<file path="src/rtl/imem_loader.sv">
// imem_loader: receives a framed byte stream (magic, length, little-endian
// data words, checksum), writes each word to instruction memory, and holds
// the CPU in reset until the checksum verifies.
//
// state | meaning
// ------+-------------------------------------------------------------
// IDLE  | waiting for start, stream not accepted
// MAGIC | sliding 4-byte window until the frame start word is seen
// LEN   | collecting the 32-bit little-endian word count N
// DATA  | assembling words; one write strobe after each 4th byte
// CSUM  | one checksum byte; mod-256 total must be zero
// DONE  | image verified, CPU released
// ERROR | oversize image or bad checksum, CPU stays held
`ifndef ROM_ADDR_WIDTH
`define ROM_ADDR_WIDTH 10
`endif

module imem_loader #(
  parameter int          ADDR_WIDTH = `ROM_ADDR_WIDTH,
  parameter logic [31:0] MAGIC      = 32'hB007_55AA
) (
  input  logic                  clk,
  input  logic                  rst_n,
  input  logic                  start,
  input  logic [7:0]            in_data,
  input  logic                  in_valid,
  output logic                  in_ready,
  output logic                  mem_we,
  output logic [ADDR_WIDTH-1:0] mem_addr,
  output logic [31:0]           mem_wdata,
  output logic                  cpu_hold,
  output logic                  busy,
  output logic                  done,
  output logic                  error
);

  localparam logic [31:0] MEM_SIZE = 32'(1) << ADDR_WIDTH;

  typedef enum logic [2:0] {
    S_IDLE  = 3'd0,
    S_MAGIC = 3'd1,
    S_LEN   = 3'd2,
    S_DATA  = 3'd3,
    S_CSUM  = 3'd4,
    S_DONE  = 3'd5,
    S_ERROR = 3'd6
  } state_t;

  state_t                state_q, state_d;
  // Only the three most recent bytes are kept; the incoming byte completes the word.
  logic [23:0]           win_q, win_d;
  logic [1:0]            bcnt_q, bcnt_d;
  logic [31:0]           len_q, len_d;
  // One bit wider than the address so a full-size image is counted without wrap.
  logic [ADDR_WIDTH:0]   idx_q, idx_d;
  logic [7:0]            sum_q, sum_d;
  logic                  we_q, we_d;
  logic [31:0]           wdata_q, wdata_d;

  logic                  accept;
  logic [31:0]           shifted;
  logic [7:0]            sum_next;
  logic                  last_word;

  assign accept    = in_valid & in_ready;
  assign shifted   = {in_data, win_q};
  assign sum_next  = sum_q + in_data;
  assign last_word = ((32'(idx_q) + 32'd1) == len_q);

  // State and datapath registers; reset drops any write not yet strobed.
  always_ff @(posedge clk or negedge rst_n) begin
    if (!rst_n) begin
      state_q <= S_IDLE;
      win_q   <= '0;
      bcnt_q  <= '0;
      len_q   <= '0;
      idx_q   <= '0;
      sum_q   <= '0;
      we_q    <= 1'b0;
      wdata_q <= '0;
    end else begin
      state_q <= state_d;
      win_q   <= win_d;
      bcnt_q  <= bcnt_d;
      len_q   <= len_d;
      idx_q   <= idx_d;
      sum_q   <= sum_d;
      we_q    <= we_d;
      wdata_q <= wdata_d;
    end
  end

  // Next-state logic: byte framing, word assembly and checksum decision.
  always_comb begin
    state_d = state_q;
    win_d   = win_q;
    bcnt_d  = bcnt_q;
    len_d   = len_q;
    idx_d   = idx_q;
    sum_d   = sum_q;
    we_d    = 1'b0;
    wdata_d = wdata_q;

    if (we_q) begin
      idx_d = idx_q + 1'b1;
    end

    case (state_q)
      S_IDLE, S_DONE, S_ERROR: begin
        if (start) begin
          state_d = S_MAGIC;
          win_d   = '0;
          bcnt_d  = '0;
          len_d   = '0;
          idx_d   = '0;
          sum_d   = '0;
        end
      end
      S_MAGIC: begin
        if (accept) begin
          win_d = shifted[31:8];
          if (shifted == MAGIC) begin
            state_d = S_LEN;
            bcnt_d  = '0;
          end
        end
      end
      S_LEN: begin
        if (accept) begin
          win_d  = shifted[31:8];
          sum_d  = sum_next;
          bcnt_d = bcnt_q + 2'd1;
          if (bcnt_q == 2'd3) begin
            len_d = shifted;
            if (shifted > MEM_SIZE) begin
              state_d = S_ERROR;
            end else if (shifted == 32'd0) begin
              state_d = S_CSUM;
            end else begin
              state_d = S_DATA;
            end
          end
        end
      end
      S_DATA: begin
        if (accept) begin
          win_d  = shifted[31:8];
          sum_d  = sum_next;
          bcnt_d = bcnt_q + 2'd1;
          if (bcnt_q == 2'd3) begin
            we_d    = 1'b1;
            wdata_d = shifted;
            if (last_word) begin
              state_d = S_CSUM;
            end
          end
        end
      end
      S_CSUM: begin
        if (accept) begin
          sum_d   = sum_next;
          state_d = (sum_next == 8'h00) ? S_DONE : S_ERROR;
        end
      end
      default: state_d = S_IDLE;
    endcase
  end

  assign busy      = (state_q == S_MAGIC) || (state_q == S_LEN) ||
                     (state_q == S_DATA)  || (state_q == S_CSUM);
  assign in_ready  = busy;
  assign done      = (state_q == S_DONE);
  assign error     = (state_q == S_ERROR);
  assign cpu_hold  = busy | error;
  assign mem_we    = we_q;
  assign mem_addr  = idx_q[ADDR_WIDTH-1:0];
  assign mem_wdata = wdata_q;

endmodule

</file>
<file path="config.mk">
export PLATFORM = sky130hd
export DESIGN_NAME = imem_loader
export DESIGN_NICKNAME = d
export VERILOG_FILES = /design/src/rtl/imem_loader.sv
export SDC_FILE = /design/constraint.sdc
export NUM_CORES = 1
export LEC_CHECK = 0
export CORE_MARGIN = 2
export CORE_UTILIZATION = 55
export CTS_CLUSTER_DIAMETER = 120
export CTS_CLUSTER_SIZE = 10
export DETAILED_ROUTE_END_ITERATION = 6
export PLACE_DENSITY = 0.84
export SYNTH_ARGS = -nofsm -noshare
export SYNTH_HDL_FRONTEND = slang
export SYNTH_SLANG_ARGS = --single-unit
</file>
<file path="constraint.sdc">
create_clock -name clk -period 2.8 [get_ports clk]
set_input_delay 0.42 -clock clk [delete_from_list [all_inputs] [get_ports clk]]
set_output_delay 0.42 -clock clk [all_outputs]
set_load 0.02 [all_outputs]
</file>
==> results.json <==
{
  "run_status": "complete, no violations",
  "vias_in_the_first_global_route": 4683,
  "post-layout-total-power_uw": 7360,
  "total_track_usage_pct": 26.4,
  "design.portCount": 60,
  "synth_most_common_cell": "nand2_1",
  "drive_above_1_share_pct": 13.6,
  "final.setup.tns_ps": 0,
  "antenna_violations_before_repair": 0,
  "synth_enable_flop_cells": 0,
  "unrepaired_setup_endpoints_after_global_routing": "false",
  "cts_tree": "built",
  "crit_path_start_kind": "flip-flop",
  "layout.filler_cells": 746,
  "grt_start_max_net_pins": 65,
  "vias": 4657,
  "placement.setup.worst_slack_ps": -284,
  "synth-seq-area-share_pct": 49.6,
  "die_h_um": 106,
  "gr-total-overflow": 0,
  "synth_flop_cell": "dfrtp_1",
  "ant_nets": 0,
  "yosysTopAreaCell": "dfrtp_1",
  "die_w_um": 106,
  "timing.critical_path.arrival_ps": 2290,
  "drt_iter0_markers": 376,
  "core-area_um2": 10200,
  "drtPass1Iterations": 5,
  "numPortBuffers": 59,
  "max_clock_freq_mhz": 369,
  "final_net_count": 672,
  "tritoncts_num_sinks": 113,
  "synthesis.area_um2": 5700,
  "area_of_the_die_um2": 11200,
  "remaining_drc_errors": 0,
  "synth.lib_cells_used.distinct": 56,
  "synth.top_cells.by_count": "nand2_1, dfrtp_1, o21ai_1",
  "placementRows": 37,
  "crit_path_max_fanout": 15,
  "syn-num-nets": 619,
  "p_leak_uw": 0.00309,
  "final_core_util_pct": 68.9,
  "post_layout_worst_setup_margin_ps": 87.6,
  "routedWlPerCell_um": 17.2,
  "final_max_slew_violation_count": 0,
  "initial_utilization_pct": 56.0,
  "post_dp_hpwl_um": 9300,
  "ys_seq_elements": 113,
  "maxCapViolCount": 0,
  "peakVddDrop_mv": 0.627,
  "clock_tree.buffer_depth": 2,
  "skew_ps": 6.43,
  "cell_area_power_density_nw_per_um2": 1050,
  "post_cts_setup_repair_buffer_count": 0,
  "timing.reg2reg.setup_slack_ps": 100,
  "worst_hold_path_type": "primary input to async pin",
  "cts-htree-levels": 4,
  "timing_hold_violations_final": 0,
  "syn_avg_cell_area_um2": 9.55,
  "postSynth.asyncResetShare_pct": 100,
  "multi_input_comb_area_um2": 2600,
  "routabilityCongestion": 0.942,
  "cts-buffers-inserted": 17,
  "worst_slew_pin_slew_ps": 467,
  "critPathRequiredTime_ps": 2380,
  "fin_worst_hold_slack_ps": 356,
  "syn_inst": 597,
  "cts.root.buffer_cell": "clkbuf_8",
  "synth_area_leaders": "dfrtp_1, nand2_1, mux2_2",
  "global_route_wire_length_before_repair_um": 23000,
  "path_class": "flip-flop to primary output",
  "worstSkewPairLatency_ps": 520,
  "cts.clk_slew.worst_paths_ps": 50,
  "slew_headroom_pct": 68.9,
  "area.sequential_um2": 2830,
  "number_of_setup_violations_in_the_final_report": 0,
  "syn_to_final_growth_pct": 23.0,
  "timing.critical_path.to_type": "primary output",
  "finalCriticalPeriod_ps": 2710,
  "drt-vias-per-instance": 5.83,
  "final_min_period_over_clock_period_pct": 96.9,
  "antenna_diodes": 0,
  "yosysWarningCount": 0,
  "drt-total-wl_um": 13700,
  "synth_largest_type_area_fraction_pct": 49.6
}
## cells by family after synthesis
| logic type | after synthesis | share of synthesized area (%) |
|---|---|---|
| adders and majority gates | 10 | 2.33 |
| and+or+nand+nor | 235 | 19.0 |
| buffers and inverters | 56 | 5.00 |
| xor gates and xnor gates | 30 | 4.61 |
| DFF | 113 | 49.6 |
| muxes | 35 | 6.87 |
| AOI/OAI and AO/OA | 118 | 12.6 |
## layout make-up
cell class	count	area share (%)
clock buffers	19	6.30
clock inverters	13	2.28
inverters	10	0.535
multi-input cells	428	37.1
flip-flops and latches	113	40.3
well taps	136	2.43
repair buffers	80	11.0
## cells in the final DEF, fill, tap and decap left out, drive strengths merged, types with 7 or more instances in the layout
master / instances
clkdlybuf4s50: 58
ha: 9
xor2: 15
o21ai: 71
nor3: 7
inv: 11
dfrtp: 113
nand2: 133
a21oi: 13
mux2: 33
nand3: 11
xnor2: 15
nor2: 32
nor4: 15
buf: 21
clkbuf: 19
nand4: 9
nor2b: 7
## flip-flops by register name, summed over array words and instances, names as in the netlist
register   cells
len_q         32
mem_wdata     32
win_q         24
idx_q         11
sum_q          8
state_q        3
bcnt_q         2
mem_we         1
## routing by layer
metal / part of all wire (%) / vias to the layer above / wire, um / global-route usage [%]
met5: 0 / - / 0 / 0
met4: 2.6 / 0 / 362 / 10.8
met3: 5.8 / 34 / 793 / 6.93
met2: 51 / 176 / 7040 / 44.2
met1: 40 / 2270 / 5540 / 32.6
li1: - / 2177 / - / -
## where the power goes
part | internal (uW) | leakage [uW] | switching [uW]
clock network | 1400 | 0.000282 | 769
logic | 1090 | 0.00129 | 1510
registers | 2110 | 0.00152 | 480
## critical path, stage by stage, from the launching register on
cell and delay, ps:
dfrtp_2 510, nor2_1 290, xnor2_1 140, or2_2 300, clkdlybuf4s50_1 540
## per-stage QoR
stage / area [um2] / std cells
CTS: 7010 / 799
finish: 7010 / 799
global placement: 6400 / 766
detailed placement: 6400 / 766
floorplan: 5700 / 597
global route: 7010 / 799
## worst paths after layout
kind                       startpoint    endpoint  cells after the start
min in group clk            len_q[21]   len_q[21]                      2
max                        state_q[1]    cpu_hold                      4
max reg2reg                  sum_q[0]  state_q[0]                      9
min reg2reg                 len_q[21]   len_q[21]                      2
max in group asynchronous       rst_n    win_q[8]                      3
min                             rst_n   len_q[22]                      2
## timing repair
| action | CTS | global route |
|---|---|---|
| setup endpoints to repair | 1 | 0 |
| gates resized for setup | 1 | 0 |
| hold buffers | 1 | 0 |
| hold endpoints to repair | 25 | 0 |
(Power assumes the default switching activity.)
